## src/rtl/sata_dev_pkg.sv

```systemverilog
// Shared definitions for the device-side SATA link bring-up logic:
// supervisor state encoding, counter widths and default wait intervals
// (also used by oob_dev for its retry and wait intervals).
package sata_dev_pkg;

  typedef enum logic [2:0] {
    ST_IDLE    = 3'd0,
    ST_HOLD    = 3'd1,
    ST_RUN     = 3'd2,
    ST_PCSRST  = 3'd3,
    ST_PCSWAIT = 3'd4,
    ST_LINK    = 3'd5,
    ST_HOLDOFF = 3'd6,
    ST_FAIL    = 3'd7
  } sup_state_t;

  localparam int TIMER_W = 20;
  localparam int RETRY_W = 4;

  // OOB unit is held in reset this long after the transceiver reports ready
  localparam int HOLD_CYCLES = 4;

  localparam int DEF_PCSRESET_CYCLES   = 8;
  localparam int DEF_RESETDONE_TIMEOUT = 1024;
  localparam int DEF_LINKUP_TIMEOUT    = 65535;
  localparam int DEF_HOLDOFF_CYCLES    = 256;
  localparam int DEF_MAX_RETRIES       = 7;

  // Retry counter increment, sticking at all-ones
  function automatic logic [RETRY_W-1:0] retry_sat_inc(input logic [RETRY_W-1:0] v);
    return (v == '1) ? v : v + RETRY_W'(1);
  endfunction

endpackage

```

## src/rtl/sata_edge_det.sv

```systemverilog
// Registered rising-edge detector. 'preset' loads the history register
// with 1 so a level that is already high is not reported as an edge.
module sata_edge_det (
  input  logic clk,
  input  logic rst,
  input  logic preset,
  input  logic d,
  output logic rise
);

  logic prev;

  // History register and registered edge pulse
  always_ff @(posedge clk) begin
    if (rst) begin
      prev <= 1'b1;
      rise <= 1'b0;
    end else if (preset) begin
      prev <= 1'b1;
      rise <= 1'b0;
    end else begin
      prev <= d;
      rise <= d & ~prev;
    end
  end

endmodule

```

## src/rtl/sata_dev_link_supervisor.sv

```systemverilog
// Device-side SATA link supervisor: holds the OOB unit in reset until the
// GTX is ready, services TX PCS reset requests, watches link_up and
// restarts the OOB sequence on timeout or link loss, giving up after a
// bounded number of failed attempts.
module sata_dev_link_supervisor
  import sata_dev_pkg::*;
#(
  parameter int PCSRESET_CYCLES   = DEF_PCSRESET_CYCLES,
  parameter int RESETDONE_TIMEOUT = DEF_RESETDONE_TIMEOUT,
  parameter int LINKUP_TIMEOUT    = DEF_LINKUP_TIMEOUT,
  parameter int HOLDOFF_CYCLES    = DEF_HOLDOFF_CYCLES,
  parameter int MAX_RETRIES       = DEF_MAX_RETRIES
) (
  input  logic       clk,
  input  logic       rst,
  input  logic       enable,
  input  logic       gtx_ready,
  output logic       oob_rst,
  input  logic       txpcsreset_req,
  output logic       txpcsreset,
  input  logic       txresetdone,
  output logic       recal_tx_done,
  input  logic       link_up,
  output logic       link_ok,
  output logic       link_fail,
  output logic [3:0] retry_cnt
);

  // Terminal timer values; the timer reads 0 in the first cycle of a state
  localparam logic [TIMER_W-1:0] T_HOLD_END = TIMER_W'(HOLD_CYCLES - 1);
  localparam logic [TIMER_W-1:0] T_PCS_END  = TIMER_W'(PCSRESET_CYCLES - 1);
  localparam logic [TIMER_W-1:0] T_DONE_TO  = TIMER_W'(RESETDONE_TIMEOUT);
  localparam logic [TIMER_W-1:0] T_LINK_TO  = TIMER_W'(LINKUP_TIMEOUT);
  localparam logic [TIMER_W-1:0] T_HOFF_END = TIMER_W'(HOLDOFF_CYCLES - 1);
  localparam logic [RETRY_W-1:0] RETRY_LIM  = RETRY_W'(MAX_RETRIES);

  sup_state_t           state, state_n;
  logic [TIMER_W-1:0]   timer;
  logic [RETRY_W-1:0]   retry_inc;
  logic                 retry_ev;
  logic                 pcs_start;
  logic                 done_rise;
  logic                 timed_state;

  assign retry_inc   = retry_sat_inc(retry_cnt);
  assign timed_state = state inside {ST_HOLD, ST_RUN, ST_PCSRST, ST_PCSWAIT, ST_HOLDOFF};
  // Arms the txresetdone history on the cycle the PCS reset begins
  assign pcs_start   = (state == ST_RUN) && (state_n == ST_PCSRST);

  sata_edge_det u_done_edge (
    .clk    (clk),
    .rst    (rst),
    .preset (pcs_start),
    .d      (txresetdone),
    .rise   (done_rise)
  );

  // Next-state and retry-event decode
  always_comb begin
    state_n  = state;
    retry_ev = 1'b0;
    if (!enable) begin
      state_n = ST_IDLE;
    end else begin
      case (state)
        ST_IDLE:    if (gtx_ready) state_n = ST_HOLD;
        ST_HOLD:    if (timer == T_HOLD_END) state_n = ST_RUN;
        ST_RUN: begin
          if (!gtx_ready)                            retry_ev = 1'b1;
          else if (link_up)                          state_n  = ST_LINK;
          // recal_tx_done high means this is the first RUN cycle after a
          // completed PCS reset; the request level is still up from it
          else if (txpcsreset_req && !recal_tx_done) state_n  = ST_PCSRST;
          else if (timer == T_LINK_TO)               retry_ev = 1'b1;
        end
        // gtx_ready drops while the GTX is resetting its PCS, so it is not
        // checked in the PCS reset states
        ST_PCSRST:  if (timer == T_PCS_END) state_n = ST_PCSWAIT;
        ST_PCSWAIT: begin
          if (done_rise)               state_n  = ST_RUN;
          else if (timer == T_DONE_TO) retry_ev = 1'b1;
        end
        ST_LINK:    if (!link_up || !gtx_ready) retry_ev = 1'b1;
        ST_HOLDOFF: if (timer == T_HOFF_END) state_n = gtx_ready ? ST_RUN : ST_IDLE;
        default:    state_n = state;
      endcase
      if (retry_ev) state_n = (retry_inc == RETRY_LIM) ? ST_FAIL : ST_HOLDOFF;
    end
  end

  // State, timer, retry counter and registered outputs
  always_ff @(posedge clk) begin
    if (rst) begin
      state         <= ST_IDLE;
      timer         <= '0;
      retry_cnt     <= '0;
      oob_rst       <= 1'b1;
      txpcsreset    <= 1'b0;
      recal_tx_done <= 1'b0;
      link_ok       <= 1'b0;
      link_fail     <= 1'b0;
    end else begin
      state <= state_n;

      if (state_n != state)  timer <= '0;
      else if (timed_state)  timer <= timer + TIMER_W'(1);

      if (!enable)                                      retry_cnt <= '0;
      else if (state_n == ST_LINK && state != ST_LINK) retry_cnt <= '0;
      else if (retry_ev)                                retry_cnt <= retry_inc;

      oob_rst       <= state_n inside {ST_IDLE, ST_HOLD, ST_HOLDOFF, ST_FAIL};
      txpcsreset    <= (state_n == ST_PCSRST);
      recal_tx_done <= (state == ST_PCSWAIT) && (state_n == ST_RUN);
      link_ok       <= (state_n == ST_LINK);
      link_fail     <= (state_n == ST_FAIL);
    end
  end

endmodule

```

## config.mk

```make
export PLATFORM = sky130hd
export DESIGN_NAME = sata_dev_link_supervisor
export DESIGN_NICKNAME = d
export VERILOG_FILES = /design/src/rtl/sata_dev_pkg.sv /design/src/rtl/sata_edge_det.sv /design/src/rtl/sata_dev_link_supervisor.sv
export SDC_FILE = /design/constraint.sdc
export NUM_CORES = 1
export LEC_CHECK = 0
export CAP_MARGIN = 10
export CORE_ASPECT_RATIO = 0.6
export CORE_MARGIN = 2
export CORE_UTILIZATION = 45
export CTS_CLUSTER_SIZE = 40
export DETAILED_ROUTE_END_ITERATION = 7
export DONT_BUFFER_PORTS = 1
export MAX_ROUTING_LAYER = met4
export PLACE_DENSITY = 0.69
export SYNTH_ARGS = -nofsm -noshare
export SYNTH_HDL_FRONTEND = slang
export SYNTH_SLANG_ARGS = --single-unit
```

## constraint.sdc

```tcl
create_clock -name clk -period 2.3 [get_ports clk]
set_input_delay 0.46 -clock clk [delete_from_list [all_inputs] [get_ports clk]]
set_output_delay 0.46 -clock clk [all_outputs]
set_load 0.005 [all_outputs]
```

* Word level (Yosys, flattened, before mapping) *
Index checks and enable logic that the tools add are counted.

word-level totals
  bits in registers = 34
  output and inout bits = 9

operators by class
  $add $sub $neg = 2
  eq/ne operators = 21
  multiplexer cells = 24
  bitwise operators = 3
  reductions and logical operators = 15

operators by type and width
  operator               count
  $mux 3                 10
  $add 20x1->20 const B  1
  $eq 20x11->1 const B   1
  $eq 20x16->1 const B   1
  $eq 20x2->1 const B    1
  $eq 20x3->1 const B    1
  $eq 20x8->1 const B    1
  $eq 3x3->1 const B     6
  $pmux 3 s6             1
  $eq 3x2->1 const B     4
  $mux 1                 10
  $eq 3x1->1 const B     2
  $logic_not 3->1        2
  $reduce_bool 5->1      1
  $add 4x1->4 const B    1
  $eq 4x3->1 const B     1
  $eq 4x4->1 const B     1
  $logic_and 1x1->1      4
  $mux 4                 1
  $reduce_bool 4->1      1
  $reduce_or 2->1        2
  $logic_not 1->1        3
  $ne 3x3->1             1
  $ne 3x3->1 const B     1
  6 further kinds        7

* Logic depth before layout (Yosys ltp) *
  word-level depth = 12
  gate-level depth with buffers = 9

* Cells and area by module *
From an unflattened synthesis, not the netlist that was laid out.

second synthesis, totals
  cell total of the unflattened synthesis = 244
  area total of the unflattened synthesis = 2033.2 um2

modules (own cells, without submodules)
  module                    times used  cells each  area an instance (um2)
  sata_dev_link_supervisor  1           240         1978.1
  sata_edge_det             1           4           55.1

* Worst setup path after synthesis *
No wires, ideal clock.

  kind = register -> register
  from = reg timer[0]
  to = reg u_done_edge.rise
  arrival = 2.076 ns
  data required time = 2.180 ns
  path slack = 0.104 ns
  cell stages (with the launch flop) = 8
  cells stage by stage = dfxtp_1 -> ha_1 -> and3_1 -> nand4_2 -> o32ai_2 -> nor4_4 -> or4_1 -> o31a_1

on the way
  word-level cells in the longest chain between the ends = 12

ends and longest elaborated chain
  item                                line                             RTL
  start, declared                     sata_dev_link_supervisor.sv:38   logic [TIMER_W-1:0] timer;
  start signal, assigned              sata_dev_link_supervisor.sv:106  else if (timed_state) timer <= timer + TIMER_W'(1);
  $eq 20x16->1                        sata_dev_link_supervisor.sv:74   else if (timer == T_LINK_TO) retry_ev = 1'b1;
  $mux 1                              sata_dev_link_supervisor.sv:74
  $mux 1                              sata_dev_link_supervisor.sv:73   else if (txpcsreset_req && !recal_tx_done) state_n = ST_PCSRST;
  $mux 1                              sata_dev_link_supervisor.sv:70   else if (link_up) state_n = ST_LINK;
  $mux 1                              sata_dev_link_supervisor.sv:69   if (!gtx_ready) retry_ev = 1'b1;
  $pmux 1 s3                          sata_dev_link_supervisor.sv:65   case (state)
  $mux 1                              sata_dev_link_supervisor.sv:62   if (!enable) begin
  $mux 3 *                            sata_dev_link_supervisor.sv:87   if (retry_ev) state_n = (retry_inc == RETRY_LIM) ? ST_FAIL : ST_HOLDOFF;
  $mux 3 *                            sata_dev_link_supervisor.sv:62
  $eq 3x2->1 *                        sata_dev_link_supervisor.sv:48   assign pcs_start = (state == ST_RUN) && (state_n == ST_PCSRST);
  $logic_and 1x1->1 *                 sata_dev_link_supervisor.sv:48
  $reduce_or 2->1 (no source line) *  n/a
  end signal, assigned                sata_edge_det.sv:23              rise <= d & ~prev;
  end, declared                       sata_edge_det.sv:8               output logic rise

Mark *: on every way between the ends. The rest lies on a longest branch, timed or not. The select of a mux whose other input is x is not followed.
A chain may end at the register's enable or synchronous reset.

* Worst setup path after layout *
  from = reg timer[6]
  to = reg timer[14]

on the way
  word-level cells in the longest chain between the ends = 11

ends and longest elaborated chain
  item                              line                             RTL
  $eq 20x16->1                      sata_dev_link_supervisor.sv:74
  $mux 1                            sata_dev_link_supervisor.sv:74
  $mux 1                            sata_dev_link_supervisor.sv:73
  $mux 1                            sata_dev_link_supervisor.sv:70
  $mux 1                            sata_dev_link_supervisor.sv:69
  $pmux 1 s3                        sata_dev_link_supervisor.sv:65
  $mux 1                            sata_dev_link_supervisor.sv:62
  $mux 3                            sata_dev_link_supervisor.sv:87
  $mux 3                            sata_dev_link_supervisor.sv:62
  $ne 3x3->1                        sata_dev_link_supervisor.sv:105  if (state_n != state) timer <= '0;
  $reduce_or 2->1 (no source line)  n/a

Parallel ways exist; a longest one is shown, timed or not. The select of a mux whose other input is x is not followed.

==> run_results.csv <==
group,metric,value,unit
run_status,outcome,"finished, violations left",
run_status,violations,"negative setup slack",
critical_path,endpoint,"timer[14]$_SDFFE_PP0P_",
sta,slew_viol_final,0,
synthesis,synth-seq-cells,34,
clocking,h-tree-depth,2,
placed_design,dp.cells,343,
critical_path,critical-path-max-stage-delay,0.40,ns
detailed_routing,ant_nets,0,
critical_path,crit_type,"reg2reg",
critical_path,crit_top_cell,"nor4_4",
grt,grt_overflow,0,
synthesis,synth-async-reset-ratio,0,%
power_and_ir_drop,power_density,444,nW/µm²
floorplanning,core-area,5130,µm²
floorplanning,die_area,6000,µm²
detailed_routing,wl,7.31,mm
layout,area_growth,30.5,%
sta,rsz0062_at_grt,"yes",
clocking,cts_tree,"done",
synthesis,seq_area_frac_synth,28.1,%
synthesis,yosys_most_used_dff,"dfxtp_1",
critical_path,cp-end-kind,"flop",
run,cap_violations,0,
floorplanning,fp.dieH,60.8,µm
clocking,clockBufferDepth,2,
layout,drive_gt1_share,38.7,%
detailed_routing,drc,0,
synthesis,netlist_area,2420,µm²
layout,instances_no_fill,368,
placed_design,port_buffers,0,
power_and_ir_drop,ir_drop,0.272,mV
floorplanning,die_w,98.7,µm
synthesis,synth_edf_count,0,
sta,skew,0.0114,ns
sta,setup_violations,25,
synthesis,netlist_instances,264,
placed_design,dpl-instance-area,2660,µm²
detailed_routing,num_vias,2250,
grt,grt_use_total,23.7,%
critical_path,startpoint,"timer[6]$_SDFFE_PP0P_",
hold_path,hold_path_class,"in2reg",
detailed_routing,first_pass_iters,5,
clocking,cts_root_buffer,"clkbuf_8",
detailed_routing,routedWlPerCell,19.9,µm
sta,min_period,2.38,ns
sta,worst_slack,-0.0816,ns
floorplanning,rows,20,
critical_path,worstPathArrival,2.56,ns
layout,nets,312,
clocking,clock_latency,0.30,ns
placed_design,post-dp-hpwl,4.55,mm
critical_path,reg2reg_from,"timer[6]$_SDFFE_PP0P_",
floorplanning,start_util,47.2,%
floorplanning,io_pins,16,
detailed_routing,via_per_inst,6.11,
sta,tns,-1.29,ns
critical_path,rr_endpoint,"timer[14]$_SDFFE_PP0P_",
synthesis,syn_nets,275,
synthesis,avgSynthCellArea,9.17,µm²
grt,antenna_found_initial,0,
grt,grt_pass1_vias,2030,
critical_path,r2r_setup_slack,-0.08,ns
synthesis,yosysWarnings,0,
power_and_ir_drop,design_power_total,0.00140,W
power_and_ir_drop,p_leak,1.16,nW
critical_path,start_kind,"flop",
sta,fin_crit_sh,104,%
clocking,cts_sinks,34,
placed_design,place_ws,-0.0511,ns
layout,design_area,3160,µm²
placed_design,gp_congestion,0.897,
synthesis,synth_cell_types,68,
sta,worst_slew_pin_slew,0.547,ns
critical_path,reg2reg_depth,8,
critical_path,crit_fanout,10,
critical_path,critPathRequiredTime,2.48,ns
sta,fmax,420,MHz
sta,max_slew_margin,63.6,%
detailed_routing,drtIter0Drc,167,
grt,grt_max_degree,21,
clocking,numCtsBuffers,5,
layout,antenna-diode-count,0,
critical_path,worstPathCellList,"nor4_4 > nand3b_1 > or3_1 > a21bo_2 > a211oi_4 > buf_4 > buf_12 > nor4_4",
critical_path,crit_path_top_delay_cell,"dfxtp_1",
grt,grt_first_pass_wirelength,10.6,mm
clocking,clkTransAtPathRegs,0.08,ns
sta,hold_viol,0,
==> cells by family (layout without fill, tap and decap cells) <==
group           Yosys count  in the layout  synth area share (%)
buf+inv                  27             65                  6.87
simple gates            130            130                  37.9
flops                    34             34                  28.1
xor+xnor                 22             22                  7.96
mux                       3              3                  1.29
fa+ha+maj                 4              4                  2.07
compound gates           44             44                  15.8
==> cells in the mapped netlist, drive strengths merged (3+ instances only) <==
cell    instances  area share, %
nand2          35            5.4
nor4           34             16
inv            11            1.7
buf            10            3.4
nand4           8            2.3
and4            5            1.8
clkbuf          4            1.0
nor3            6            1.2
o21ai           7            1.4
nor2           12            1.9
ha              4            2.1
xnor2          11            4.0
dfxtp          34             28
or3             3           0.83
nor3b           3            1.4
a21oi           7            1.4
xor2           11            4.0
nand3          12            2.7
==> worst max-delay path: cells and delay by family, from the launching register on <==
kind	cells	cell delay, ns
and+or+nand+nor	4	1.03
buffers and inverters	2	0.30
DFF	1	0.40
AOI/OAI and AO/OA	2	0.52
==> metrics by stage <==
| step | util [%] | hold WS, ns |
|---|---|---|
| after floorplan | - | 0.445 |
| after global placement | 51.8 | 0.473 |
| after detailed placement | 51.8 | 0.493 |
| after CTS | 57.5 | 0.216 |
| after global routing | 61.6 | 0.210 |
| final | 61.6 | 0.219 |
==> power breakdown <==
group	switching [W]	total, W	internal [W]
clock network	0.000236	0.000698	0.000462
logic	0.0000641	0.000110	0.0000457
registers	0.00000475	0.000596	0.000591
total	0.000305	0.00140	0.00110
==> layer usage <==
| metal | vias up | track usage [%] | part of all wire, % |
|---|---|---|---|
| li1 | 1063 | - | - |
| met1 | 1090 | 34.6 | 49 |
| met2 | 88 | 33.2 | 42 |
| met3 | 9 | 4.72 | 7.7 |
| met4 | 0 | 6.26 | 1.1 |
| met5 | - | - | 0 |
==> state kept, by name, summed over array words and instances, names as in the netlist <==
signal and count:
u_done_edge.prev 1, recal_tx_done 1, txpcsreset 1, u_done_edge.rise 1, retry_cnt 4, oob_rst 1, timer 20, state 3
link_fail 1, link_ok 1
==> final cells by class <==
class	instances	area, µm²
Timing Repair Buffer	46	460
Multi-Input combinational cell	203	1740
Inverter	11	41.3
Clock inverter	2	60.1
Sequential cell	34	691
Clock buffer	6	82.6
Tap cell	66	82.6
Fill cell	435	1970
==> how the worst min path moves through the flow <==
stage	startpoint	cells after the start	end
after floorplan	u_done_edge.rise$_SDFF_PP0_	2	recal_tx_done$_SDFF_PP0_
after global placement	u_done_edge.prev$_SDFF_PP1_	2	u_done_edge.rise$_SDFF_PP0_
after detailed placement	u_done_edge.prev$_SDFF_PP1_	2	u_done_edge.rise$_SDFF_PP0_
after CTS	rst	1	state[0]$_SDFF_PP0_
after global routing	rst	1	link_ok$_SDFF_PP0_
final	rst	1	link_ok$_SDFF_PP0_
==> timing repair <==
| action | CTS | global route |
|---|---|---|
| buffers inserted | 7 | 5 |
| pin swaps | 12 | 5 |
| endpoints found under the setup margin | 25 | 31 |
| hold buffers | 0 | 0 |
| gates cloned | 1 | 4 |
| gates resized for setup | 18 | 20 |
==> layout by cell type, fill, tap and decap left out, drive strengths merged, types with 4 or more instances in the layout <==
cell,instances
xor2,11
and4,5
nor4,34
a21oi,7
o21ai,7
ha,4
dfxtp,34
nand3,12
xnor2,11
nand2,35
nor3,6
inv,11
nor2,12
nand4,8
clkbuf,8
buf,44
(Power assumes the default switching activity.)
